`config.mk`:
```
export PLATFORM = sky130hd
export DESIGN_NAME = mult_seq_ctrl
export DESIGN_NICKNAME = d
export VERILOG_FILES = /design/src/rtl/mult_pkg.sv /design/src/rtl/mult_seq_ctrl.sv
export SDC_FILE = /design/constraint.sdc
export NUM_CORES = 1
export LEC_CHECK = 0
export ABC_AREA = 1
export CAP_MARGIN = 40
export CORE_ASPECT_RATIO = 0.6
export CORE_UTILIZATION = 37
export CTS_CLUSTER_DIAMETER = 150
export CTS_CLUSTER_SIZE = 8
export DETAILED_ROUTE_END_ITERATION = 6
export PLACE_DENSITY_LB_ADDON = 0.05
export SLEW_MARGIN = 5
export SYNTH_ARGS = -nofsm -noshare
export SYNTH_HDL_FRONTEND = slang
export SYNTH_SLANG_ARGS = --single-unit
export TNS_END_PERCENT = 10
```
`constraint.sdc`:
```
create_clock -name CLK -period 1.05 [get_ports CLK]
set_input_delay 0.21 -clock CLK [delete_from_list [all_inputs] [get_ports CLK]]
set_output_delay 0.21 -clock CLK [all_outputs]
set_load 0.01 [all_outputs]
```
`src/rtl/mult_pkg.sv`:
```
// Shared definitions for the shift-add multiplier sequencer: FSM state
// encoding and default operand width / multiplier latency.
package mult_pkg;

  localparam int WIDTH_DEF    = 4;
  localparam int MULT_LAT_DEF = 4;

  typedef enum logic [2:0] {
    IDLE,
    LOAD_A,
    LOAD_B,
    START,
    RUN,
    CAPTURE,
    HOLD
  } state_t;

endpackage

```
`src/rtl/mult_seq_ctrl.sv`:
```
// Sequencer for the shift-add multiplier: accepts an operand pair, walks the
// core through load/start/shift, captures P and hands it downstream.
module mult_seq_ctrl
  import mult_pkg::*;
#(
  parameter int WIDTH    = WIDTH_DEF,
  parameter int MULT_LAT = MULT_LAT_DEF
) (
  input  logic                 CLK,
  input  logic                 RST,
  input  logic                 in_valid,
  output logic                 in_ready,
  input  logic [WIDTH-1:0]     in_a,
  input  logic [WIDTH-1:0]     in_b,
  output logic [WIDTH-1:0]     multicand,
  output logic [WIDTH-1:0]     multiplier,
  output logic                 ld1,
  output logic                 ld2,
  output logic                 STRT,
  output logic                 shft_con,
  input  logic [2*WIDTH-1:0]   P,
  output logic                 res_valid,
  input  logic                 res_ready,
  output logic [2*WIDTH-1:0]   res,
  output logic                 busy
);

  localparam int CW = (MULT_LAT > 1) ? $clog2(MULT_LAT) : 1;
  localparam logic [CW-1:0] CNT_LAST = CW'(MULT_LAT - 1);

  state_t           state;
  logic [CW-1:0]    cnt;
  logic [WIDTH-1:0] op_a;
  logic [WIDTH-1:0] op_b;

  // Operands only change on an IDLE handshake, so they are stable for the
  // whole load/start/run/capture window without extra gating.
  assign multicand  = op_a;
  assign multiplier = op_b;
  assign busy       = (state != IDLE);

  // Every control output is registered alongside the state it belongs to,
  // so each strobe is high exactly during its state's cycle.
  always_ff @(posedge CLK) begin
    if (!RST) begin
      state     <= IDLE;
      cnt       <= '0;
      op_a      <= '0;
      op_b      <= '0;
      res       <= '0;
      in_ready  <= 1'b0;
      ld1       <= 1'b0;
      ld2       <= 1'b0;
      STRT      <= 1'b0;
      shft_con  <= 1'b0;
      res_valid <= 1'b0;
    end else begin
      ld1      <= 1'b0;
      ld2      <= 1'b0;
      STRT     <= 1'b0;
      shft_con <= 1'b0;
      unique case (state)
        IDLE: begin
          if (in_valid && in_ready) begin
            op_a     <= in_a;
            op_b     <= in_b;
            in_ready <= 1'b0;
            ld1      <= 1'b1;
            state    <= LOAD_A;
          end else begin
            in_ready <= 1'b1;
          end
        end
        LOAD_A: begin
          ld2   <= 1'b1;
          state <= LOAD_B;
        end
        LOAD_B: begin
          STRT  <= 1'b1;
          cnt   <= '0;
          state <= START;
        end
        START: begin
          shft_con <= 1'b1;
          cnt      <= '0;
          state    <= RUN;
        end
        // Counter value k means k+1 shift cycles have already been issued.
        RUN: begin
          if (cnt == CNT_LAST) begin
            state <= CAPTURE;
          end else begin
            cnt      <= cnt + CW'(1);
            shft_con <= 1'b1;
          end
        end
        CAPTURE: begin
          res       <= P;
          res_valid <= 1'b1;
          state     <= HOLD;
        end
        HOLD: begin
          if (res_ready) begin
            res_valid <= 1'b0;
            in_ready  <= 1'b1;
            state     <= IDLE;
          end
        end
        default: state <= IDLE;
      endcase
    end
  end

endmodule

```
; ---- After elaboration in Yosys (flattened, before gate mapping)
; Index checks and enable logic that the tools add are counted.
[classes]
addsub = 1
n_mul = 0
div_mod_pow = 0
magnitude_cmp = 0
n_eq_ne = 11
n_shift = 0
mux = 16
bitwise_logic = 0
n_reduce_logical = 13
[op_table]
columns = op, n
row1 = $pmux 3 s7, 1
row2 = $reduce_and 2->1, 5
row3 = $eq 3x3->1 const B, 3
row4 = $mux 3, 3
row5 = $ne 2x2->1 const B, 4
row6 = $mux 1, 7
row7 = $eq 3x2->1 const B, 2
row8 = $pmux 1 s2, 3
row9 = $reduce_bool 2->1, 3
row10 = $pmux 2 s2, 1
row11 = $eq 3x1->1 const B, 1
row12 = $logic_not 3->1, 1
row13 = $reduce_and 3->1, 1
row14 = $reduce_bool 3->1, 1
row15 = $add 2x1->2 const B, 1
row16 = $eq 2x2->1 const B, 1
row17 = $mux 2, 1
row18 = $reduce_or 2->1, 1
row19 = $logic_and 1x1->1, 1
[totals]
reg_bits = 27
latch_bits = 0
ramBits = 0
rom_bits = 0
input_bits = 20
out_inout_bits = 23
elab_cells = 52
mem_count = 0

; ---- Logic depth before layout (Yosys ltp)
[depth]
depth_word = 4
ltp_mapped = 7

; ---- Least setup slack after synthesis
; OpenSTA, ideal clock, no wires.
[synth_path]
path_type = register to register
startpoint = register state[0]
endpoint = register res[6]
t_arrival_ns = 0.967
setup_slack_ns = -0.033
path_stages_with_launch = 5
period_less_slack_ns = 1.083
cell_sequence = dfxtp_1 nand3_2 buf_6 o21ai_1 a21oi_1
[synth_via]
elab_chain_cells = 1
[synth_lines]
columns = element, line_no
row1 = "start, declared", mult_seq_ctrl.sv:31  ; state_t state;
row2 = "start signal, assigned", mult_seq_ctrl.sv:46  ; state <= IDLE;
row3 = "start signal, assigned", mult_seq_ctrl.sv:69  ; state <= LOAD_A;
row4 = "start signal, assigned", mult_seq_ctrl.sv:76  ; state <= LOAD_B;
row5 = $eq 3x3->1, mult_seq_ctrl.sv:62  ; unique case (state)
row6 = "end signal, assigned", mult_seq_ctrl.sv:50  ; res <= '0;
row7 = "end signal, assigned", mult_seq_ctrl.sv:98  ; res <= P;
row8 = "end, declared", mult_seq_ctrl.sv:24  ; output logic [2*WIDTH-1:0] res,
; No other way between the ends.
; A chain may end at the register's enable or synchronous reset.

; ---- Final worst setup path
[layout_path]
startpoint = register state[0]
endpoint = register op_b[3] (netlist: multiplier[3])
[layout_via]
elab_chain_cells = 2
[layout_lines]
columns = element, line_no
row1 = $logic_not 3->1, mult_seq_ctrl.sv:62
row2 = $reduce_and 2->1 (no source line), -
row3 = "end signal, assigned", mult_seq_ctrl.sv:66  ; op_b <= in_b;
row4 = "end, declared", mult_seq_ctrl.sv:34  ; logic [WIDTH-1:0] op_b;
; No other way between the ends.

==> impl_metrics.env <==
export IMPL_status="complete, but fails checks"
export IMPL_synth_cell_type_count=19
export IMPL_grt_use_total_pct=18.1
export IMPL_slew_headroom_pct=86.3
export IMPL_critical_path_buf_inv_count=1
export IMPL_ctsHoldBuffers=0
export IMPL_busiest_layer="met2"
export IMPL_met3_usage_pct=6.89
export IMPL_tightestPinTransition_ns=0.206
export IMPL_diodes=0
export IMPL_critPathSlowestCell="dfxtp_4"
export IMPL_first_global_vias=1020
export IMPL_cts_sinks=27
export IMPL_path_cells="nor2_8 -> buf_6 -> nand4_4 -> nor2_8 -> nand2_1 -> nand2_1"
export IMPL_worstSetupPathType="register to register"
export IMPL_routed_wirelength_um=2520
export IMPL_max_cap_violations=0
export IMPL_gp_congestion=0.833
export IMPL_synth_avg_cell_area_um2=8.22
export IMPL_syn_to_final_growth_pct=58.7
export IMPL_critical_path_top_delay_family="simple AND/OR/NAND/NOR gates"
export IMPL_cp_start_kind="register"
export IMPL_placed_area_um2=1600
export IMPL_clock_path_buffers=2
export IMPL_overflow=0
export IMPL_design_core_area_um2=2590
export IMPL_top_level_ports=43
export IMPL_clock_tree_htree_level_count=1
export IMPL_rsz0062_at_grt="yes"
export IMPL_power_leakage_nw=0.773
export IMPL_gr_usage_met1_pct=21.2
export IMPL_ys_warnings_count=0
export IMPL_drt_iter0_drc=30
export IMPL_die_h_um=43.3
export IMPL_antenna_found_initial=0
export IMPL_multi_input_area_um2=499
export IMPL_drc=0
export IMPL_hp_class="register to register"
export IMPL_clockRootBuffer="clkbuf_8"
export IMPL_drtAntennaViolNets=0
export IMPL_synth_area_leaders="dfxtp_1 (51%), nand2_1 (11%), a21oi_1 (7.1%)"
export IMPL_post_route_period_util_pct=109
export IMPL_n_fill_cell=238
export IMPL_drive_above_1_share_pct=41.0
export IMPL_pre_cts_ws_ns=-0.305
export IMPL_viasPerCell=4.88
export IMPL_clock_skew_final_ns=0.00385
export IMPL_ys_ff_latch=27
export IMPL_cp_slowest_stage_delay_ns=0.37
export IMPL_portBuffers=42
export IMPL_dp_hpwl_um=1780
export IMPL_detail_route_first_pass_iterations=7
export IMPL_power_density_nw_per_um2=1830
export IMPL_end_kind="register"
export IMPL_yosys_area_top_type="dfxtp_1"
export IMPL_hold_viol=0
export IMPL_cts_tree="done"
export IMPL_start_util_pct=40.6
export IMPL_design_area_um2=1670
export IMPL_clk_latency_ns=0.27
export IMPL_fin_ws_ns=-0.0987
export IMPL_dr_total_vias=1074
export IMPL_grt_pass1_wl_um=4170
export IMPL_synth_top_area_share_pct=51.4
export IMPL_report_final_slew_viol_count=0
export IMPL_synthCells=128
export IMPL_syn_nets=149
export IMPL_avgRoutedWirePerCell_um=11.4
export IMPL_use_met2_pct=30.4
export IMPL_final_common_cell="nand2_1"
export IMPL_rrSetupSlack_ns=-0.1
export IMPL_ys_seq_area_share_pct=51.4
export IMPL_clkSlewWorstSetupHoldPaths_ns=0.09
export IMPL_final_cell_mix="nand2_1 (28), dfxtp_2 (19), clkdlybuf4s50_1 (19)"
export IMPL_crit_arrival_ns=1.37
export IMPL_regArea_um2=572
export IMPL_die_area_um2=3070
export IMPL_finalCriticalPeriod_ns=1.15
export IMPL_grt_max_degree=19
export IMPL_cts_buffers=3
export IMPL_syn_area_um2=1050
export IMPL_worstPathMaxFanout=8
export IMPL_setup_viol=20
export IMPL_fmax_mhz=871
export IMPL_cp_required_ns=1.27
export IMPL_placementRows=14
export IMPL_finalNetCount=210
export IMPL_die_w_um=70.8
export IMPL_ir_worst_vdd_uv=704
export IMPL_violations="negative setup slack"
## synthesized netlist by cell type
master and number:
a21oi_1 15, a31oi_1 1, buf_2 1, buf_6 1, clkbuf_1 1, clkinv_1 1, dfxtp_1 27, ha_1 1
inv_1 12, inv_2 1, nand2_1 31, nand3_1 14, nand3_2 2, nand4_4 1, nor2_1 6, nor2_8 2
nor3_1 2, o21ai_0 8, o21ai_1 1
## cell type report
class                   count  area share (%)
clock buffers               4            2.70
inverters                  14            3.30
multi-input cells          86            29.9
flip-flops and latches     27            34.2
well taps                  32            2.40
repair buffers             57            27.5
## stage by stage
step                TNS [ns]  total power [mW]  std cells  hold slack (ns)  utilization (%)
finish                -0.993              3.05        220            0.439             64.4
global placement       -4.85              2.35        211            0.431             61.6
floorplan           -0.00563              1.83        128            0.313                -
detailed placement     -5.27              2.37        211            0.439             61.6
global route           -2.32              3.24        220            0.473             64.4
CTS                    -1.05              3.08        219            0.448             67.5
## worst paths after layout
check                              start            end  cells after the start
worst max-delay path            state[0]  multiplier[3]                      6
worst min-delay path              res[6]         res[6]                      2
worst max register to register  state[0]  multiplier[3]                      6
worst min register to register    res[6]         res[6]                      2
## sequential cells by signal (all words and copies together), names as in the netlist, 2 cells and up
| register | flops |
|---|---|
| multiplier | 4 |
| state | 3 |
| res | 8 |
| multicand | 4 |
| cnt | 2 |
## what timing repair did
action,in CTS,in global routing
setup endpoints to repair,47,44
setup buffers,2,1
pin swaps,3,3
cloned,2,0
resized for setup,96,31
endpoints found under the hold margin,0,0
## metal layers
metal	wire length [um]	part of all wire, %
met2	1110	44
met3	156	6.2
met4	34	1.4
met1	1220	48
met5	0	0
## worst register-to-register path: cells and delay by family, from the launching register on
| kind | cells | cell delay [ns] |
|---|---|---|
| flops | 1 | 0.37 |
| buf+inv | 1 | 0.13 |
| simple gates | 5 | 0.59 |
## logic make-up after synthesis
kind of cell             after synthesis  synth area share, %
flip-flops                            27                 51.4
AO/OA/AOI/OAI                         25                 12.0
adder cells (fa/ha/maj)                1                 1.19
buffers and inverters                 17                 6.89
AND/OR/NAND/NOR                       58                 28.5
## power breakdown
part | internal (mW) | switching, mW
clock network | 0.272 | 0.305
logic | 0.575 | 0.604
registers | 1.20 | 0.100
(Power assumes the default switching activity.)
